File: config.mk
export PLATFORM = sky130hd
export DESIGN_NAME = os_drain_ctrl
export DESIGN_NICKNAME = d
export VERILOG_FILES = /design/src/rtl/os_pkg.sv /design/src/rtl/os_drain_ctrl.sv
export SDC_FILE = /design/constraint.sdc
export NUM_CORES = 1
export LEC_CHECK = 0
export CORE_MARGIN = 4
export CORE_UTILIZATION = 50
export DETAILED_ROUTE_END_ITERATION = 8
export PLACE_DENSITY_LB_ADDON = 0.3
export SYNTH_ARGS = -nofsm -noshare
export SYNTH_HDL_FRONTEND = slang
export SYNTH_SLANG_ARGS = --single-unit
File: constraint.sdc
create_clock -name clk -period 3.1 [get_ports clk]
set_clock_uncertainty 0.2 [all_clocks]
set_input_delay 0.465 -clock clk [delete_from_list [all_inputs] [get_ports clk]]
set_output_delay 0.465 -clock clk [all_outputs]
set_load 0.02 [all_outputs]
File: src/rtl/os_pkg.sv
// Shared encodings for the output-stage drain controller: top FSM states,
// beat-select modes and the controller's own state enum.
package os_pkg;

  localparam logic [1:0] ST_IDLE = 2'b00;
  localparam logic [1:0] ST_EXEC = 2'b01;
  localparam logic [1:0] ST_DONE = 2'b10;

  localparam logic [1:0] MODE_LO   = 2'b00;
  localparam logic [1:0] MODE_HI   = 2'b01;
  localparam logic [1:0] MODE_BOTH = 2'b10;
  localparam int         RECIRC_BIT = 2;

  typedef enum logic [2:0] {
    C_IDLE  = 3'd0,
    C_READ  = 3'd1,
    C_WAIT  = 3'd2,
    C_BEAT0 = 3'd3,
    C_BEAT1 = 3'd4,
    C_NEXT  = 3'd5,
    C_FIN   = 3'd6
  } ctrl_state_e;

endpackage

File: src/rtl/os_drain_ctrl.sv
// Drains a snapshot-counted number of FIFO results onto a valid/ready beat port
// once per DONE visit, optionally writing each entry back to the FIFO.
module os_drain_ctrl
  import os_pkg::*;
#(
  parameter int DATA_W = 32,
  parameter int RES_W  = 64,
  parameter int DEPTH  = 8,
  parameter int CNT_W  = $clog2(DEPTH) + 1
) (
  input  logic              clk,
  input  logic              reset,
  input  logic [1:0]        state,
  input  logic [2:0]        mode,
  input  logic [CNT_W-1:0]  fifo_data_count,
  input  logic [RES_W-1:0]  result_in,
  output logic              fifo_re,
  output logic              fifo_we,
  output logic [RES_W-1:0]  fifo_wdata,
  output logic [DATA_W-1:0] result_out,
  output logic              result_valid,
  input  logic              result_ready,
  output logic              multi_opdone,
  output logic              busy
);

  ctrl_state_e       st_q, st_d;
  logic [CNT_W-1:0]  rem_q, rem_d;
  logic [2:0]        mode_q, mode_d;
  logic              done_seen_q, done_seen_d;
  logic [RES_W-1:0]  hold_q, hold_d;

  logic              fifo_re_q, fifo_re_d;
  logic              fifo_we_q, fifo_we_d;
  logic [RES_W-1:0]  fifo_wdata_q, fifo_wdata_d;
  logic [DATA_W-1:0] result_out_q, result_out_d;
  logic              result_valid_q, result_valid_d;
  logic              multi_opdone_q, multi_opdone_d;
  logic              busy_q, busy_d;

  logic              in_done;
  logic [1:0]        beat_sel;

  assign in_done  = (state == ST_DONE);
  // The reserved select code behaves exactly like the low-half select.
  assign beat_sel = (mode[1:0] == 2'b11) ? MODE_LO : mode[1:0];

  // Next-state, snapshot and hold logic; outputs are decoded from the next state
  // so every port is a plain register aligned with the controller state.
  always_comb begin
    st_d         = st_q;
    rem_d        = rem_q;
    mode_d       = mode_q;
    hold_d       = hold_q;
    done_seen_d  = done_seen_q;
    result_out_d = result_out_q;

    case (st_q)
      C_IDLE: begin
        if (in_done && !done_seen_q) begin
          rem_d  = (fifo_data_count > CNT_W'(DEPTH)) ? CNT_W'(DEPTH) : fifo_data_count;
          mode_d = {mode[RECIRC_BIT], beat_sel};
          st_d   = (rem_d == {CNT_W{1'b0}}) ? C_FIN : C_READ;
        end else begin
          st_d = C_IDLE;
        end
      end
      C_READ: begin
        st_d = in_done ? C_WAIT : C_IDLE;
      end
      C_WAIT: begin
        if (in_done) begin
          hold_d       = result_in;
          result_out_d = (mode_q[1:0] == MODE_HI) ? result_in[RES_W-1:DATA_W]
                                                  : result_in[DATA_W-1:0];
          st_d         = C_BEAT0;
        end else begin
          st_d = C_IDLE;
        end
      end
      C_BEAT0: begin
        if (!in_done) begin
          st_d = C_IDLE;
        end else if (result_ready && (mode_q[1:0] == MODE_BOTH)) begin
          result_out_d = hold_q[RES_W-1:DATA_W];
          st_d         = C_BEAT1;
        end else if (result_ready) begin
          st_d = C_NEXT;
        end else begin
          st_d = C_BEAT0;
        end
      end
      C_BEAT1: begin
        if (!in_done) begin
          st_d = C_IDLE;
        end else if (result_ready) begin
          st_d = C_NEXT;
        end else begin
          st_d = C_BEAT1;
        end
      end
      C_NEXT: begin
        rem_d = rem_q - CNT_W'(1);
        if (!in_done) begin
          st_d = C_IDLE;
        end else if (rem_q == CNT_W'(1)) begin
          st_d = C_FIN;
        end else begin
          st_d = C_READ;
        end
      end
      C_FIN: begin
        done_seen_d = 1'b1;
        st_d        = C_IDLE;
      end
      default: begin
        st_d = C_IDLE;
      end
    endcase

    // Leaving DONE re-arms the controller for the next visit.
    done_seen_d    = in_done ? done_seen_d : 1'b0;

    fifo_re_d      = (st_d == C_READ);
    fifo_we_d      = (st_d == C_NEXT) && mode_q[RECIRC_BIT];
    fifo_wdata_d   = fifo_we_d ? hold_q : fifo_wdata_q;
    result_valid_d = (st_d == C_BEAT0) || (st_d == C_BEAT1);
    multi_opdone_d = (st_d == C_FIN);
    busy_d         = (st_d != C_IDLE);
  end

  // State, snapshot and output registers with synchronous reset.
  always_ff @(posedge clk) begin
    if (reset) begin
      st_q           <= C_IDLE;
      rem_q          <= {CNT_W{1'b0}};
      mode_q         <= 3'b000;
      done_seen_q    <= 1'b0;
      hold_q         <= {RES_W{1'b0}};
      fifo_re_q      <= 1'b0;
      fifo_we_q      <= 1'b0;
      fifo_wdata_q   <= {RES_W{1'b0}};
      result_out_q   <= {DATA_W{1'b0}};
      result_valid_q <= 1'b0;
      multi_opdone_q <= 1'b0;
      busy_q         <= 1'b0;
    end else begin
      st_q           <= st_d;
      rem_q          <= rem_d;
      mode_q         <= mode_d;
      done_seen_q    <= done_seen_d;
      hold_q         <= hold_d;
      fifo_re_q      <= fifo_re_d;
      fifo_we_q      <= fifo_we_d;
      fifo_wdata_q   <= fifo_wdata_d;
      result_out_q   <= result_out_d;
      result_valid_q <= result_valid_d;
      multi_opdone_q <= multi_opdone_d;
      busy_q         <= busy_d;
    end
  end

  assign fifo_re      = fifo_re_q;
  assign fifo_we      = fifo_we_q;
  assign fifo_wdata   = fifo_wdata_q;
  assign result_out   = result_out_q;
  assign result_valid = result_valid_q;
  assign multi_opdone = multi_opdone_q;
  assign busy         = busy_q;

endmodule
# Yosys cells after proc, flatten, opt, wreduce, memory -nomap -nowiden

Index checks and enable logic that the tools add are counted.

Reductions and logical operators: 15
Muxes and demuxes: 21
$lt $le $gt $ge: 1
Add/sub/neg operators: 1
Bitwise gates (word level): 1
Equality and inequality tests: 20

Operator list:

| operator                                                            | count |
|---|---|
| 32-bit 2-to-1 mux                                                   | 4 |
| 32-bit one-hot mux with 2 select lines                              | 1 |
| 3-bit 2-to-1 mux                                                    | 8 |
| 3-bit == test (second input constant)                               | 6 |
| 3-bit one-hot mux with 6 select lines                               | 1 |
| 3-bit by 2-bit == test with 1-bit output (second input constant)    | 3 |
| 4-bit 2-to-1 mux                                                    | 2 |
| 2-bit inequality test (second input constant)                       | 4 |
| 4-bit one-hot mux with 2 select lines                               | 1 |
| 2-bit == test (second input constant)                               | 3 |
| 3-bit by 1-bit == test with 1-bit output (second input constant)    | 2 |
| 2-bit 2-to-1 mux                                                    | 3 |
| 2-bit AND reduction                                                 | 3 |
| 4-bit by 1-bit == test with 1-bit output (second input constant)    | 1 |
| 4-bit greater-than comparator (second input constant)               | 1 |
| 4-bit logical NOT                                                   | 1 |
| 4-bit AND reduction                                                 | 1 |
| 2-bit nonzero test                                                  | 2 |
| 4-bit by 1-bit subtractor with 4-bit output (second input constant) | 1 |
| 1-bit logical AND                                                   | 3 |
| 3-bit logical NOT                                                   | 1 |
| 3-bit nonzero test                                                  | 1 |
| 2-bit by 1-bit == test with 1-bit output (second input constant)    | 1 |
| 2-bit OR reduction                                                  | 1 |
| 4 further kinds                                                     | 4 |

Logic and storage cells: 71
Input bits: 76
Bits in registers: 176
Output and inout port bits: 101

# Logic depth before layout (Yosys ltp)

Depth after elaboration: 8
Mapped depth: 8
Mapped depth without buffers: 7

# Least setup slack after synthesis

No wires, ideal clock.

Path kind: input to register
Start: input port state[0]
End: register fifo_wdata_q[0] (netlist: fifo_wdata[0])
Setup time: 0.072 ns
Required time: 2.828 ns
Setup slack: 0.800 ns
Arrival time: 2.029 ns
Buffers on the path: 1
Stages on the path: 6
Cell sequence: or3b_4 nor4_4 a221oi_4 nor2_8 buf_12 mux2i_1

Word-level cells in the longest chain between the ends: 6

Ends and longest elaborated chain:

| item                                      | RTL line             | source |
|---|---|---|
| start, declared                           | os_drain_ctrl.sv:13  | `input logic [1:0] state,` |
| 2-bit == test (*)                         | os_drain_ctrl.sv:44  | `assign in_done = (state == ST_DONE);` |
| 1-bit logical AND                         | os_drain_ctrl.sv:60  | `if (in_done && !done_seen_q) begin` |
| 3-bit 2-to-1 mux                          | os_drain_ctrl.sv:60  |  |
| 3-bit one-hot mux with 6 select lines (*) | os_drain_ctrl.sv:58  | `case (st_q)` |
| 3-bit == test (*)                         | os_drain_ctrl.sv:125 | `fifo_we_d = (st_d == C_NEXT) && mode_q[RECIRC_BIT];` |
| 1-bit logical AND (*)                     | os_drain_ctrl.sv:125 |  |
| end signal, assigned                      | os_drain_ctrl.sv:142 | `fifo_wdata_q <= {RES_W{1'b0}};` |
| end signal, assigned                      | os_drain_ctrl.sv:155 | `fifo_wdata_q <= fifo_wdata_d;` |
| end, declared                             | os_drain_ctrl.sv:35  | `logic [RES_W-1:0] fifo_wdata_q, fifo_wdata_d;` |

Mark *: on every way between the ends. The rest lies on a longest branch, timed or not.
A chain may end at the register's enable or synchronous reset.

# Worst setup path in the final report

Start: register st_q[2]
End: register fifo_wdata_q[40] (netlist: fifo_wdata[40])

Word-level cells in the longest chain between the ends: 4

Ends and longest elaborated chain:

| item                                      | RTL line             | source |
|---|---|---|
| start, declared                           | os_drain_ctrl.sv:27  | `ctrl_state_e st_q, st_d;` |
| start signal, assigned                    | os_drain_ctrl.sv:148 | `st_q <= st_d;` |
| 3-bit == test (tied with other cells)     | os_drain_ctrl.sv:58  |  |
| 3-bit one-hot mux with 6 select lines (*) | os_drain_ctrl.sv:58  |  |
| 3-bit == test (*)                         | os_drain_ctrl.sv:125 |  |
| 1-bit logical AND (*)                     | os_drain_ctrl.sv:125 |  |

Marked as above.

==> flow_metrics.env <==
export IMPL_numCtsBuffers=17
export IMPL_r2r_cells=6
export IMPL_crit_reg2reg_launch="st_q[2]"
export IMPL_finalSetupTns_ps=0
export IMPL_dpl_hpwl_mm=12.9
export IMPL_fin_util_pct=68.4
export IMPL_overflow=0
export IMPL_critPathLaunch="st_q[2]"
export IMPL_regToRegSetupSlack_ps=590
export IMPL_antenna_cells=0
export IMPL_syn_nets=944
export IMPL_cp_data_required_time_ps=3250
export IMPL_synth_edf_count=0
export IMPL_drt_wirelength_per_cell_um=16.1
export IMPL_vias=6370
export IMPL_num_io_pins=177
export IMPL_synthArstFlopShare_pct=0
export IMPL_yosysWarnings=0
export IMPL_drt_pass1_iterations=5
export IMPL_die_width_um=131
export IMPL_chipHeight_um=131
export IMPL_max_clock_freq_mhz=398
export IMPL_power_density_mw_per_mm2=464
export IMPL_synth_distinct_cells=40
export IMPL_hold_path_end="hold_q[16]"
export IMPL_final_antenna_net_count=0
export IMPL_post_drt_via_cell_ratio=5.28
export IMPL_period_share_pct=81.0
export IMPL_drv_cap=0
export IMPL_grt_pass1_vias=6182
export IMPL_core_region_area_mm2=0.0147
export IMPL_cp_data_arrival_time_ps=2660
export IMPL_synth_cells=866
export IMPL_hold_buffers=0
export IMPL_clk_latency_ps=430
export IMPL_grt_pass1_wl_mm=32.1
export IMPL_cp_end_kind="flip-flop"
export IMPL_startpoint_type="flip-flop"
export IMPL_hp_class="flip-flop to flip-flop"
export IMPL_n_fill_cell=1173
export IMPL_postSynthAreaPerCell_um2=8.79
export IMPL_cts_htree_levels=4
export IMPL_setup_viol=0
export IMPL_layout_drive_gt1_share_pct=5.67
export IMPL_rsz0062_at_grt="false"
export IMPL_portBuffers=176
export IMPL_cts_setup_buffers=0
export IMPL_hold_path_depth=2
export IMPL_ys_seq_area_share_pct=46.3
export IMPL_slew_violations=0
export IMPL_status="finished clean"
export IMPL_path_class="flip-flop to flip-flop"
export IMPL_r2r_end="fifo_wdata[40]"
export IMPL_min_from="hold_q[16]"
export IMPL_cts_buffer_depth=2
export IMPL_cts_resized=0
export IMPL_gp_congestion=0.829
export IMPL_grt_antenna_before_repair=1
export IMPL_yosysTopAreaCellShare_pct=46.3
export IMPL_synthFlopType="dfxtp_1"
export IMPL_rows=44
export IMPL_dieArea_mm2=0.0173
export IMPL_clkSlewWorstSetupHoldPaths_ps=60
export IMPL_drt_iter0_drc=521
export IMPL_syn_area_mm2=0.00761
export IMPL_slew_headroom_pct=55.2
export IMPL_cts_tree="built"
export IMPL_syn_to_final_growth_pct=32.1
export IMPL_cellLeakagePower_nw=3.24
export IMPL_synth_seq_cells=176
export IMPL_drcViolationCount=0
export IMPL_cts_sinks=176
export IMPL_critPathMaxFanout=64
export IMPL_netlist_top_cells_area="dfxtp_1, mux2i_1, nand2b_1"
export IMPL_nets=1088
export IMPL_grt_max_degree=90
export IMPL_vdd_drop_max_mv=0.416
export IMPL_tightest_slew_ps=671
export IMPL_period_needed_ps=2510
export IMPL_start_util_pct=51.8
export IMPL_grtUsageTotal_pct=22.5
export IMPL_routed_wl_mm=19.5
export IMPL_yosysTopAreaCell="dfxtp_1"
export IMPL_hold_viol=0
export IMPL_cts_root_buffer_cell="clkbuf_16"
sequential cells by signal, summed over array words and instances, names as in the netlist:
register      cells
busy              1
done_seen_q       1
fifo_re           1
fifo_wdata       64
fifo_we           1
hold_q           64
mode_q            3
multi_opdone      1
rem_q             4
result_out       32
result_valid      1
st_q              3
worst max-delay path, cell delays in order (launching register included):
cell	delay, ps
dfxtp_1	540
or3b_1	380
a21oi_1	330
nand2_2	160
nor2_8	110
buf_12	380
mux2i_1	250
power by group:
part / switching, W / internal [W] / leakage [nW]
combinational: 0.000131 / 0.000164 / 1.54
sequential: 0.00000914 / 0.00227 / 1.42
clock: 0.000882 / 0.00121 / 0.287
cells by family after synthesis:
family	count (synthesis)	synth area share [%]
AO/OA/AOI/OAI	146	11.1
adder cells (fa/ha/maj)	2	0.329
buffers and inverters	69	4.77
flip-flops	176	46.3
multiplexers	97	12.8
AND/OR/NAND/NOR	376	24.7
layout make-up:
cell class	instances	area (µm²)	share of cell area, %
Timing Repair Buffer	191	1960	19.5
Multi-Input combinational cell	621	3750	37.3
Inverter	3	11.3	0.112
Tap cell	184	230	2.29
Clock inverter	10	83.8	0.834
Sequential cell	176	3520	35.0
Clock buffer	22	494	4.91
cell usage after synthesis (2+ instances only):
cell and n:
nand2_1 200, dfxtp_1 176, nand2b_1 129, a21oi_1 102
mux2i_1 97, clkbuf_1 55, o211ai_1 32, nor2_1 8
nand3b_1 7, buf_12 6, nor3_1 6, nand3_1 5
nor2b_1 4, a31oi_1 3, inv_1 3, o21ai_0 3
a211oi_1 2, buf_1 2, buf_2 2, ha_1 2
nand4b_1 2, nor3b_1 2
layout by cell type (no fill, tap or decap), types with 6 or more instances in the layout:
master and n:
clkbuf_16 17, clkdlybuf4s50_1 175, nor3_1 6, clkinv_2 6, nand3b_1 7, buf_12 7, a21oi_1 102, o211ai_1 32
nor2_1 8, nand2b_1 129, nand2_1 199, buf_4 8, mux2i_1 97, dfxtp_1 176
worst max-delay path by stage:
stage	endpoint	depth (start not counted)	slack (ps)
final	fifo_wdata[40]	6	590
after global routing	fifo_wdata[4]	6	470
after CTS	fifo_wdata[17]	6	600
after detailed placement	fifo_wdata[17]	7	220
after global placement	fifo_wdata[7]	7	330
after floorplan	fifo_wdata[0]	6	800
metal layers:
layer | GRT usage (%) | up-vias | share of wire, %
met3 | 6.19 | 27 | 7.2
met5 | 0 | - | 0.10
met1 | 31.6 | 2947 | 47
met4 | 7.53 | 2 | 1.7
li1 | - | 3183 | -
met2 | 33.6 | 211 | 44
through the flow:
| step | cells | cell area [µm²] | total power, W | worst slack, ps | hold WS, ps |
|---|---|---|---|---|---|
| after global placement | 1175 | 9480 | 0.00262 | 330 | 242 |
| after global routing | 1207 | 10100 | 0.00481 | 473 | 275 |
| after detailed placement | 1175 | 9480 | 0.00262 | 215 | 248 |
| after CTS | 1207 | 10100 | 0.00469 | 602 | 257 |
| final | 1207 | 10100 | 0.00466 | 588 | 254 |
| after floorplan | 866 | 7610 | 0.00246 | 800 | 235 |
Note: power is estimated with default switching activity, not from simulation.
